## src/rtl/cart_bus_responder_pkg.sv

```systemverilog
// Shared types and bus widths for the cartridge-side CPU bus responder.
package cart_bus_pkg;

    localparam int CPU_ADDR_W = 15;
    localparam int CPU_DATA_W = 8;

    typedef enum logic [2:0] {
        IDLE,
        SETTLE,
        READ,
        DRIVE,
        WRITE_CAP,
        WRITE_REQ,
        WAIT_LOW
    } state_t;

endpackage

```

## src/rtl/cart_bus_responder_if.sv

```systemverilog
// CPU bus strobes/data plus the local byte-memory request port.
interface cart_bus_if;
    import cart_bus_pkg::*;

    logic                  m2;
    logic                  romsel;
    logic                  cpu_rw;
    logic [CPU_ADDR_W-1:0] cpu_addr;
    logic [CPU_DATA_W-1:0] cpu_data_in;
    logic [CPU_DATA_W-1:0] cpu_data_out;
    logic                  cpu_data_oe;
    logic [CPU_ADDR_W-1:0] mem_addr;
    logic [CPU_DATA_W-1:0] mem_wdata;
    logic                  mem_rd_req;
    logic                  mem_wr_req;
    logic [CPU_DATA_W-1:0] mem_rdata;
    logic                  mem_ack;

    modport master (
        output m2, romsel, cpu_rw, cpu_addr, cpu_data_in, mem_rdata, mem_ack,
        input  cpu_data_out, cpu_data_oe, mem_addr, mem_wdata, mem_rd_req, mem_wr_req
    );

    modport slave (
        input  m2, romsel, cpu_rw, cpu_addr, cpu_data_in, mem_rdata, mem_ack,
        output cpu_data_out, cpu_data_oe, mem_addr, mem_wdata, mem_rd_req, mem_wr_req
    );

endinterface

```

## src/rtl/cart_bus_responder_bus_sync.sv

```systemverilog
// Multi-stage synchroniser for asynchronous bus inputs, with edge detect on the
// synchronised output.
module bus_sync #(
    parameter int WIDTH  = 1,
    parameter int STAGES = 2
) (
    input  logic             clk,
    input  logic             rst,
    input  logic [WIDTH-1:0] d,
    output logic [WIDTH-1:0] q,
    output logic [WIDTH-1:0] rise,
    output logic [WIDTH-1:0] fall
);

    logic [WIDTH-1:0] sync_r [STAGES];
    logic [WIDTH-1:0] q_prev;

    always_ff @(posedge clk) begin
        if (rst) begin
            for (int i = 0; i < STAGES; i++) sync_r[i] <= '0;
            q_prev <= '0;
        end else begin
            sync_r[0] <= d;
            for (int i = 1; i < STAGES; i++) sync_r[i] <= sync_r[i-1];
            q_prev <= sync_r[STAGES-1];
        end
    end

    assign q    = sync_r[STAGES-1];
    assign rise = q & ~q_prev;
    assign fall = ~q & q_prev;

endmodule

```

## src/rtl/cart_bus_responder.sv

```systemverilog
// Decodes Famicom CPU bus cycles at $8000-$FFFF and converts each one into a
// single request on a local byte-memory port; read data is driven back until M2 falls.
module cart_bus_responder
    import cart_bus_pkg::*;
#(
    parameter int SYNC_STAGES    = 2,
    parameter int SETTLE_CYCLES  = 3,
    parameter int HOLD_CYCLES    = 1,
    parameter int MISS_CNT_WIDTH = 8
) (
    input  logic                      master_clock,
    input  logic                      reset,
    cart_bus_if.slave                 bus,
    output logic [MISS_CNT_WIDTH-1:0] miss_count,
    output logic                      busy
);

    localparam int CNT_MAX = (SETTLE_CYCLES > HOLD_CYCLES) ? SETTLE_CYCLES : HOLD_CYCLES;
    localparam int CNT_W   = $clog2(CNT_MAX + 1);

    logic m2_s, m2_rise, m2_fall, romsel_s, rw_s;
    logic [CPU_DATA_W-1:0] data_s;
    logic unused_romsel_rise, unused_romsel_fall, unused_rw_rise, unused_rw_fall;
    logic [CPU_DATA_W-1:0] unused_data_rise, unused_data_fall;

    bus_sync #(.WIDTH(1), .STAGES(SYNC_STAGES)) u_m2_sync (
        .clk(master_clock), .rst(reset), .d(bus.m2),
        .q(m2_s), .rise(m2_rise), .fall(m2_fall));
    bus_sync #(.WIDTH(1), .STAGES(SYNC_STAGES)) u_romsel_sync (
        .clk(master_clock), .rst(reset), .d(bus.romsel),
        .q(romsel_s), .rise(unused_romsel_rise), .fall(unused_romsel_fall));
    bus_sync #(.WIDTH(1), .STAGES(SYNC_STAGES)) u_rw_sync (
        .clk(master_clock), .rst(reset), .d(bus.cpu_rw),
        .q(rw_s), .rise(unused_rw_rise), .fall(unused_rw_fall));
    bus_sync #(.WIDTH(CPU_DATA_W), .STAGES(SYNC_STAGES)) u_data_sync (
        .clk(master_clock), .rst(reset), .d(bus.cpu_data_in),
        .q(data_s), .rise(unused_data_rise), .fall(unused_data_fall));

    state_t                state, state_n;
    logic [CNT_W-1:0]      cnt, cnt_n;
    logic                  fell, fell_n;
    logic                  oe_r, oe_n, rd_r, rd_n, wr_r, wr_n;
    logic [CPU_DATA_W-1:0] dout_r, dout_n, wdata_r, wdata_n;
    logic [CPU_ADDR_W-1:0] addr_r, addr_n;
    logic [1:0]            miss_add;
    logic [MISS_CNT_WIDTH-1:0] miss_r;

    function automatic logic [MISS_CNT_WIDTH-1:0] sat_add(
        input logic [MISS_CNT_WIDTH-1:0] c, input logic [1:0] a);
        logic [MISS_CNT_WIDTH:0] s;
        s = {1'b0, c} + (MISS_CNT_WIDTH+1)'(a);
        return s[MISS_CNT_WIDTH] ? '1 : s[MISS_CNT_WIDTH-1:0];
    endfunction

    always_comb begin
        state_n  = state;
        cnt_n    = cnt;
        fell_n   = fell;
        oe_n     = oe_r;
        dout_n   = dout_r;
        addr_n   = addr_r;
        wdata_n  = wdata_r;
        rd_n     = rd_r;
        wr_n     = wr_r;
        miss_add = 2'd0;
        // A new M2 cycle arriving while one is still in flight is lost.
        if (m2_rise && state != IDLE && state != WAIT_LOW) miss_add = miss_add + 2'd1;
        case (state)
            IDLE: if (m2_rise) begin
                state_n = SETTLE;
                cnt_n   = CNT_W'(SETTLE_CYCLES - 1);
            end
            SETTLE: if (m2_fall) begin
                miss_add = miss_add + 2'd1;
                state_n  = IDLE;
            end else if (cnt == '0) begin
                if (romsel_s) state_n = WAIT_LOW;
                else begin
                    addr_n = bus.cpu_addr;
                    fell_n = 1'b0;
                    if (rw_s) begin
                        rd_n    = 1'b1;
                        state_n = READ;
                    end else state_n = WRITE_CAP;
                end
            end else cnt_n = cnt - CNT_W'(1);
            READ: begin
                if (m2_fall) fell_n = 1'b1;
                // The request is always completed, even if the CPU has already moved on.
                if (bus.mem_ack) begin
                    rd_n = 1'b0;
                    if (m2_s && !fell) begin
                        dout_n  = bus.mem_rdata;
                        oe_n    = 1'b1;
                        fell_n  = 1'b0;
                        state_n = DRIVE;
                    end else begin
                        miss_add = miss_add + 2'd1;
                        state_n  = IDLE;
                    end
                end
            end
            DRIVE: if (fell) begin
                if (cnt == '0) begin
                    oe_n    = 1'b0;
                    state_n = IDLE;
                end else cnt_n = cnt - CNT_W'(1);
            end else if (m2_fall) begin
                if (HOLD_CYCLES == 0) begin
                    oe_n    = 1'b0;
                    state_n = IDLE;
                end else begin
                    fell_n = 1'b1;
                    cnt_n  = CNT_W'(HOLD_CYCLES - 1);
                end
            end
            WRITE_CAP: if (m2_s) wdata_n = data_s;
            else begin
                wr_n    = 1'b1;
                state_n = WRITE_REQ;
            end
            WRITE_REQ: if (bus.mem_ack) begin
                wr_n    = 1'b0;
                state_n = IDLE;
            end
            WAIT_LOW: if (!m2_s) state_n = IDLE;
            default: state_n = IDLE;
        endcase
    end

    always_ff @(posedge master_clock) begin
        if (reset) begin
            state   <= IDLE;
            cnt     <= '0;
            fell    <= 1'b0;
            oe_r    <= 1'b0;
            dout_r  <= '0;
            addr_r  <= '0;
            wdata_r <= '0;
            rd_r    <= 1'b0;
            wr_r    <= 1'b0;
            miss_r  <= '0;
        end else begin
            state   <= state_n;
            cnt     <= cnt_n;
            fell    <= fell_n;
            oe_r    <= oe_n;
            dout_r  <= dout_n;
            addr_r  <= addr_n;
            wdata_r <= wdata_n;
            rd_r    <= rd_n;
            wr_r    <= wr_n;
            miss_r  <= sat_add(miss_r, miss_add);
        end
    end

    assign bus.cpu_data_out = dout_r;
    assign bus.cpu_data_oe  = oe_r;
    assign bus.mem_addr     = addr_r;
    assign bus.mem_wdata    = wdata_r;
    assign bus.mem_rd_req   = rd_r;
    assign bus.mem_wr_req   = wr_r;
    assign miss_count       = miss_r;
    assign busy             = (state != IDLE);

endmodule

```

## src/flat_wrapper.sv

```systemverilog
// flat-port wrapper written by rule: the top's interface ports become plain ports
module cart_bus_responder_flat import cart_bus_pkg::*;
#(
    parameter int SYNC_STAGES    = 2,
    parameter int SETTLE_CYCLES  = 3,
    parameter int HOLD_CYCLES    = 1,
    parameter int MISS_CNT_WIDTH = 8
)
  (master_clock, reset, miss_count, busy, bus_m2, bus_romsel, bus_cpu_rw, bus_cpu_addr, bus_cpu_data_in, bus_mem_rdata, bus_mem_ack, bus_cpu_data_out, bus_cpu_data_oe, bus_mem_addr, bus_mem_wdata, bus_mem_rd_req, bus_mem_wr_req);
  cart_bus_if bus_i ();
  input  logic master_clock;
  input  logic reset;
  output logic [MISS_CNT_WIDTH-1:0] miss_count;
  output logic busy;
  input wire logic [$bits(bus_i.m2)-1:0] bus_m2;
  input wire logic [$bits(bus_i.romsel)-1:0] bus_romsel;
  input wire logic [$bits(bus_i.cpu_rw)-1:0] bus_cpu_rw;
  input wire logic [$bits(bus_i.cpu_addr)-1:0] bus_cpu_addr;
  input wire logic [$bits(bus_i.cpu_data_in)-1:0] bus_cpu_data_in;
  input wire logic [$bits(bus_i.mem_rdata)-1:0] bus_mem_rdata;
  input wire logic [$bits(bus_i.mem_ack)-1:0] bus_mem_ack;
  output wire logic [$bits(bus_i.cpu_data_out)-1:0] bus_cpu_data_out;
  output wire logic [$bits(bus_i.cpu_data_oe)-1:0] bus_cpu_data_oe;
  output wire logic [$bits(bus_i.mem_addr)-1:0] bus_mem_addr;
  output wire logic [$bits(bus_i.mem_wdata)-1:0] bus_mem_wdata;
  output wire logic [$bits(bus_i.mem_rd_req)-1:0] bus_mem_rd_req;
  output wire logic [$bits(bus_i.mem_wr_req)-1:0] bus_mem_wr_req;
  assign bus_i.m2 = bus_m2;
  assign bus_i.romsel = bus_romsel;
  assign bus_i.cpu_rw = bus_cpu_rw;
  assign bus_i.cpu_addr = bus_cpu_addr;
  assign bus_i.cpu_data_in = bus_cpu_data_in;
  assign bus_i.mem_rdata = bus_mem_rdata;
  assign bus_i.mem_ack = bus_mem_ack;
  assign bus_cpu_data_out = bus_i.cpu_data_out;
  assign bus_cpu_data_oe = bus_i.cpu_data_oe;
  assign bus_mem_addr = bus_i.mem_addr;
  assign bus_mem_wdata = bus_i.mem_wdata;
  assign bus_mem_rd_req = bus_i.mem_rd_req;
  assign bus_mem_wr_req = bus_i.mem_wr_req;
  cart_bus_responder #(.SYNC_STAGES(SYNC_STAGES), .SETTLE_CYCLES(SETTLE_CYCLES), .HOLD_CYCLES(HOLD_CYCLES), .MISS_CNT_WIDTH(MISS_CNT_WIDTH)) u_core (.master_clock(master_clock), .reset(reset), .bus(bus_i), .miss_count(miss_count), .busy(busy));
endmodule
```

## config.mk

```make
export PLATFORM = sky130hd
export DESIGN_NAME = cart_bus_responder_flat
export DESIGN_NICKNAME = d
export VERILOG_FILES = /design/src/rtl/cart_bus_responder_pkg.sv /design/src/rtl/cart_bus_responder_if.sv /design/src/rtl/cart_bus_responder_bus_sync.sv /design/src/rtl/cart_bus_responder.sv /design/src/flat_wrapper.sv
export SDC_FILE = /design/constraint.sdc
export NUM_CORES = 1
export LEC_CHECK = 0
export ABC_AREA = 1
export CAP_MARGIN = 25
export CORE_UTILIZATION = 40
export CTS_CLUSTER_DIAMETER = 100
export DETAILED_ROUTE_END_ITERATION = 6
export PLACE_DENSITY = 0.65
export RECOVER_POWER = 25
export SYNTH_ARGS = -nofsm -noshare
export SYNTH_HDL_FRONTEND = slang
export SYNTH_SLANG_ARGS = --single-unit
```

## constraint.sdc

```tcl
create_clock -name master_clock -period 5.9 [get_ports master_clock]
set_clock_uncertainty 0.05 [all_clocks]
set_input_delay 0.885 -clock master_clock [delete_from_list [all_inputs] [get_ports master_clock]]
set_output_delay 0.885 -clock master_clock [all_outputs]
set_load 0.01 [all_outputs]
```

==> metrics.md <==
| Metric | Value |
|---|---|
| Outcome | finished with violations |
| Failing checks | capacitance limit, slew limit |
| Core ar. | between 7000 and 8000 um^2 |
| Max clock buf depth | 2 |
| P_leak | roughly 1.6 nW |
| DRT Pass-1 Iters | 4 |
| Most frequent cells in the layout | 78 x clkdlybuf4s50_1, 71 x dfxtp_1, 64 x nor2_1 |
| Worst slew pin tran | 2.38 ns |
| Critical Path AT | 3.94 ns |
| Die height | roughly 88 um |
| Routed wire length | a little over 6000 um |
| Period minus WS final | approximately 3.8 ns |
| Post-synthesis mux area share | 0 |
| IO Port Bufs | 79 |
| Routability cong. | between 0.8 and 0.9 |
| Hold Crit Start | u_core.u_data_sync.sync_r[0][3]$_SDFF_PP0_ |
| N_diodes | 0 |
| Layout cells sized above 1 | 0.109 |
| Simple-gate share of the synthesized area | 0.304 |
| Hold Crit Class | flip-flop to flip-flop |
| Cell Count, Final, Fillers Out | roughly 570 |
| FF-to-FF setup slack | slightly above 3 ns |
| Seq pwr share | 0.405 |
| First-pass GRT wire length | about 10000 um |
| Logic pwr share | 0.297 |
| Area growth, synth to finish | 35.1% |
| CP max stage cell | clkbuf_1 |
| Die ar. | roughly 7800 um^2 |
| Starting DRT DRC Count | 108 |
| Post-synthesis sequential area ratio | 0.478 |
| Internal power | around 0.00095 W |
| WHS Endpoint | u_core.u_data_sync.sync_r[1][3]$_SDFF_PP0_ |
| Grt total ovfl | 0 |
| Dpl hpwl | 4370 um |
| Post-synth EDFFs | 0 |
| Vias post-DR | between 2000 and 3000 |
| Critical path buffers and inverters | 3 |
| Worst path top cell family by delay | buffers and inverters |
| CTS root buf | clkbuf_8 |
| DR vias/cell | 4.47 |
| Largest area contributor in the netlist | dfxtp_1 |
| Clk_lat worst skew | 0.34 ns |
| Endpoint type of the worst setup path | flip-flop |
| Rel. slew slack | -0.585 |
| Reg2Reg Depth | 14 |
| Top cells by area, synth | dfxtp_1 48%, nor2_1 8.1%, nand2_1 7.6% |
| Worst Setup Start Kind | input pin |
| P_sw | roughly 0.00047 W |
| Share of the core filled with cells | 0.557 |
| Htree depth | 3 |
| Flops & latches, synth | 71 |
| Critical Path RT | 6.08 ns |
| Clock Sinks | between 70 and 80 |
| Die Span X | just under 90 um |
| Area of the mapped netlist | 2980 um^2 |
| Worst Setup SP | reset |
| CP Max Fanout | 55 |
| Max VDD drop | 183 uV |
| Initial antenna violation count | 0 |
| Power density cells | roughly 350 nW/um^2 |
| Synth Area in XOR/XNOR | 0.00294 |
| Switch share | 0.333 |
| CTS tree | done |
| Post-Synth Adder-Cell Area | 0.0151 |
| Yosys cell types | 37 |
| Total power | 0.00142 W |
| Routed length per instance | approximately 11 um |
| Critical path type | input pin to flip-flop |
| Ys Warns | 0 |
| Syn_area_per_cell | ~7.7 um^2 |
| Yosys top cell area share | 0.478 |
| Vias in the first global route | ~2300 |
| RR Startpoint | u_core.u_m2_sync.sync_r[0][1]$_SDFF_PP0_ |
| Rows | 31 |
| Max incr delay on CP | around 1.7 ns |
| Synth Flop Type | dfxtp_1 |
| Filler cell count | about 710 |
| Pin count of the biggest net entering global routing | 57 |
| Largest family of logic cells by synthesized area | simple AND/OR/NAND/NOR gates |
| Postcts setup bufs | 0 |
| Max-slew violations | between 50 and 60 |
| Crit path cell chain | buf_2 -> clkbuf_1 -> inv_1 -> o21ai_0 -> nor2_1 |
| Multi-input gate area | between 1000 and 1500 um^2 |
| Reg clk slew, reported paths | 0.08 ns |
| Commonest non-fill, non-tap cell in the layout | clkdlybuf4s50_1 |
| Gate Count Post-Synth | approximately 390 |
| Tot GR Track Use | 0.175 |
| Nets | about 500 |
| Drc violations | 0 |
| Io pins | 80 |
| Setup TNS | 0 ns |
| Syn_nets | 425 |
| Initial Util | 0.412 |
| Post-CTS sizing | 0 |
| Reg2Reg Capture Point | u_core.miss_count[5]$_SDFF_PP0_ |
| Final hold vios | 0 |
| CTS Hold Bufs | 0 |
| Num CTS Buffers | 9 |
| Final setup violation count | 0 |
| Final Worst Setup Slack | between 2 and 2.5 ns |
| FMAX | ~270 MHz |
| RSZ-0062 raised after global routing | false |
| Place WS | ~2.6 ns |
| Fin crit share | 0.638 |
| Ys async rst share | 0 |
| Register Area | approximately 1400 um^2 |
| WHS Path Cells | 2 |
| Clk pwr share | 0.298 |
| DP Cell Count | between 500 and 600 |
| Synth Area in Compound Gates | 0.103 |
| Antenna-violating nets left | 0 |
| Maxcap violations | 1 |
Yosys cell counts (2+ instances only):
master	n
nor2_4	3
a21oi_1	34
nor3_1	4
buf_6	3
clkbuf_1	5
a31oi_1	2
ha_1	2
inv_1	42
dfxtp_1	71
nor2_2	5
nand2_2	4
buf_2	2
nand4_1	2
nor2_8	2
nand2_4	3
a21oi_2	2
inv_2	7
nor2_1	64
o21ai_0	17
nand3_1	35
nand2_1	60
power by group through the flow:
stage	Clock (W)	Combinational, W	Sequential (W)
global route	0.000458	0.000475	0.000585
global placement	0	0.000424	0.000587
detailed placement	0	0.000426	0.000587
floorplan	0	0.000308	0.000581
finish	0.000423	0.000423	0.000576
CTS	0.000434	0.000427	0.000577
metrics by stage:
| step | area [um^2] | hold slack (ns) |
|---|---|---|
| 3_3_place_gp | 3800 | 0.339 |
| 2_1_floorplan | 2980 | 0.338 |
| 6_report | 4020 | 0.354 |
| 3_5_place_dp | 3800 | 0.345 |
| 4_1_cts | 4020 | 0.357 |
| 5_1_grt | 4020 | 0.371 |
cell type report:
cell class                      count  share of cell area
Sequential cell                    71               0.354
Multi-Input combinational cell    250               0.315
Timing Repair Buffer               80               0.196
Inverter                           51              0.0495
Clock buffer                        9              0.0308
Tap cell                           99              0.0308
Clock inverter                      7              0.0240
kinds of logic after synthesis:
kind of cell,Yosys count
buf+inv,64
flops,71
compound gates,58
xor+xnor,1
simple gates,188
fa+ha+maj,3
tightest hold or removal path: stages (launching register included):
cell and delay [ns]:
dfxtp_1 0.30, inv_1 0.04, nor2_1 0.03
state kept, by name, summed over array words and instances (netlist names), 3 cells and up:
register and count:
u_core.u_data_sync.sync_r 16, u_core.bus.mem_addr 15, u_core.bus.cpu_data_out 8, u_core.bus.mem_wdata 8, u_core.miss_count 8, u_core.state 3
layer usage:
layer / share of wire / wire length (um) / track usage / up-vias
met5: 0 / 0 / 0 / -
met2: 0.48 / 3000 / 0.297 / 43
met4: 0.019 / 119 / 0.0748 / 0
li1: - / - / - / 1372
met1: 0.46 / 2850 / 0.210 / 1107
met3: 0.036 / 220 / 0.0429 / 10
how the worst max path moves through the flow:
stage                                                     to  slack [ns]  depth (start not counted)
after detailed placement     u_core.miss_count[3]$_SDFF_PP0_        2.58                         16
after floorplan              u_core.miss_count[5]$_SDFF_PP0_        3.22                         13
after global placement       u_core.miss_count[3]$_SDFF_PP0_        2.62                         16
final                     u_core.bus.mem_rd_req$_SDFFE_PP0P_        2.14                          5
after global routing         u_core.miss_count[7]$_SDFF_PP0_        1.67                          5
after CTS                    u_core.miss_count[3]$_SDFF_PP0_        2.94                         16
No activity file was read; power rests on OpenSTA's default activity.
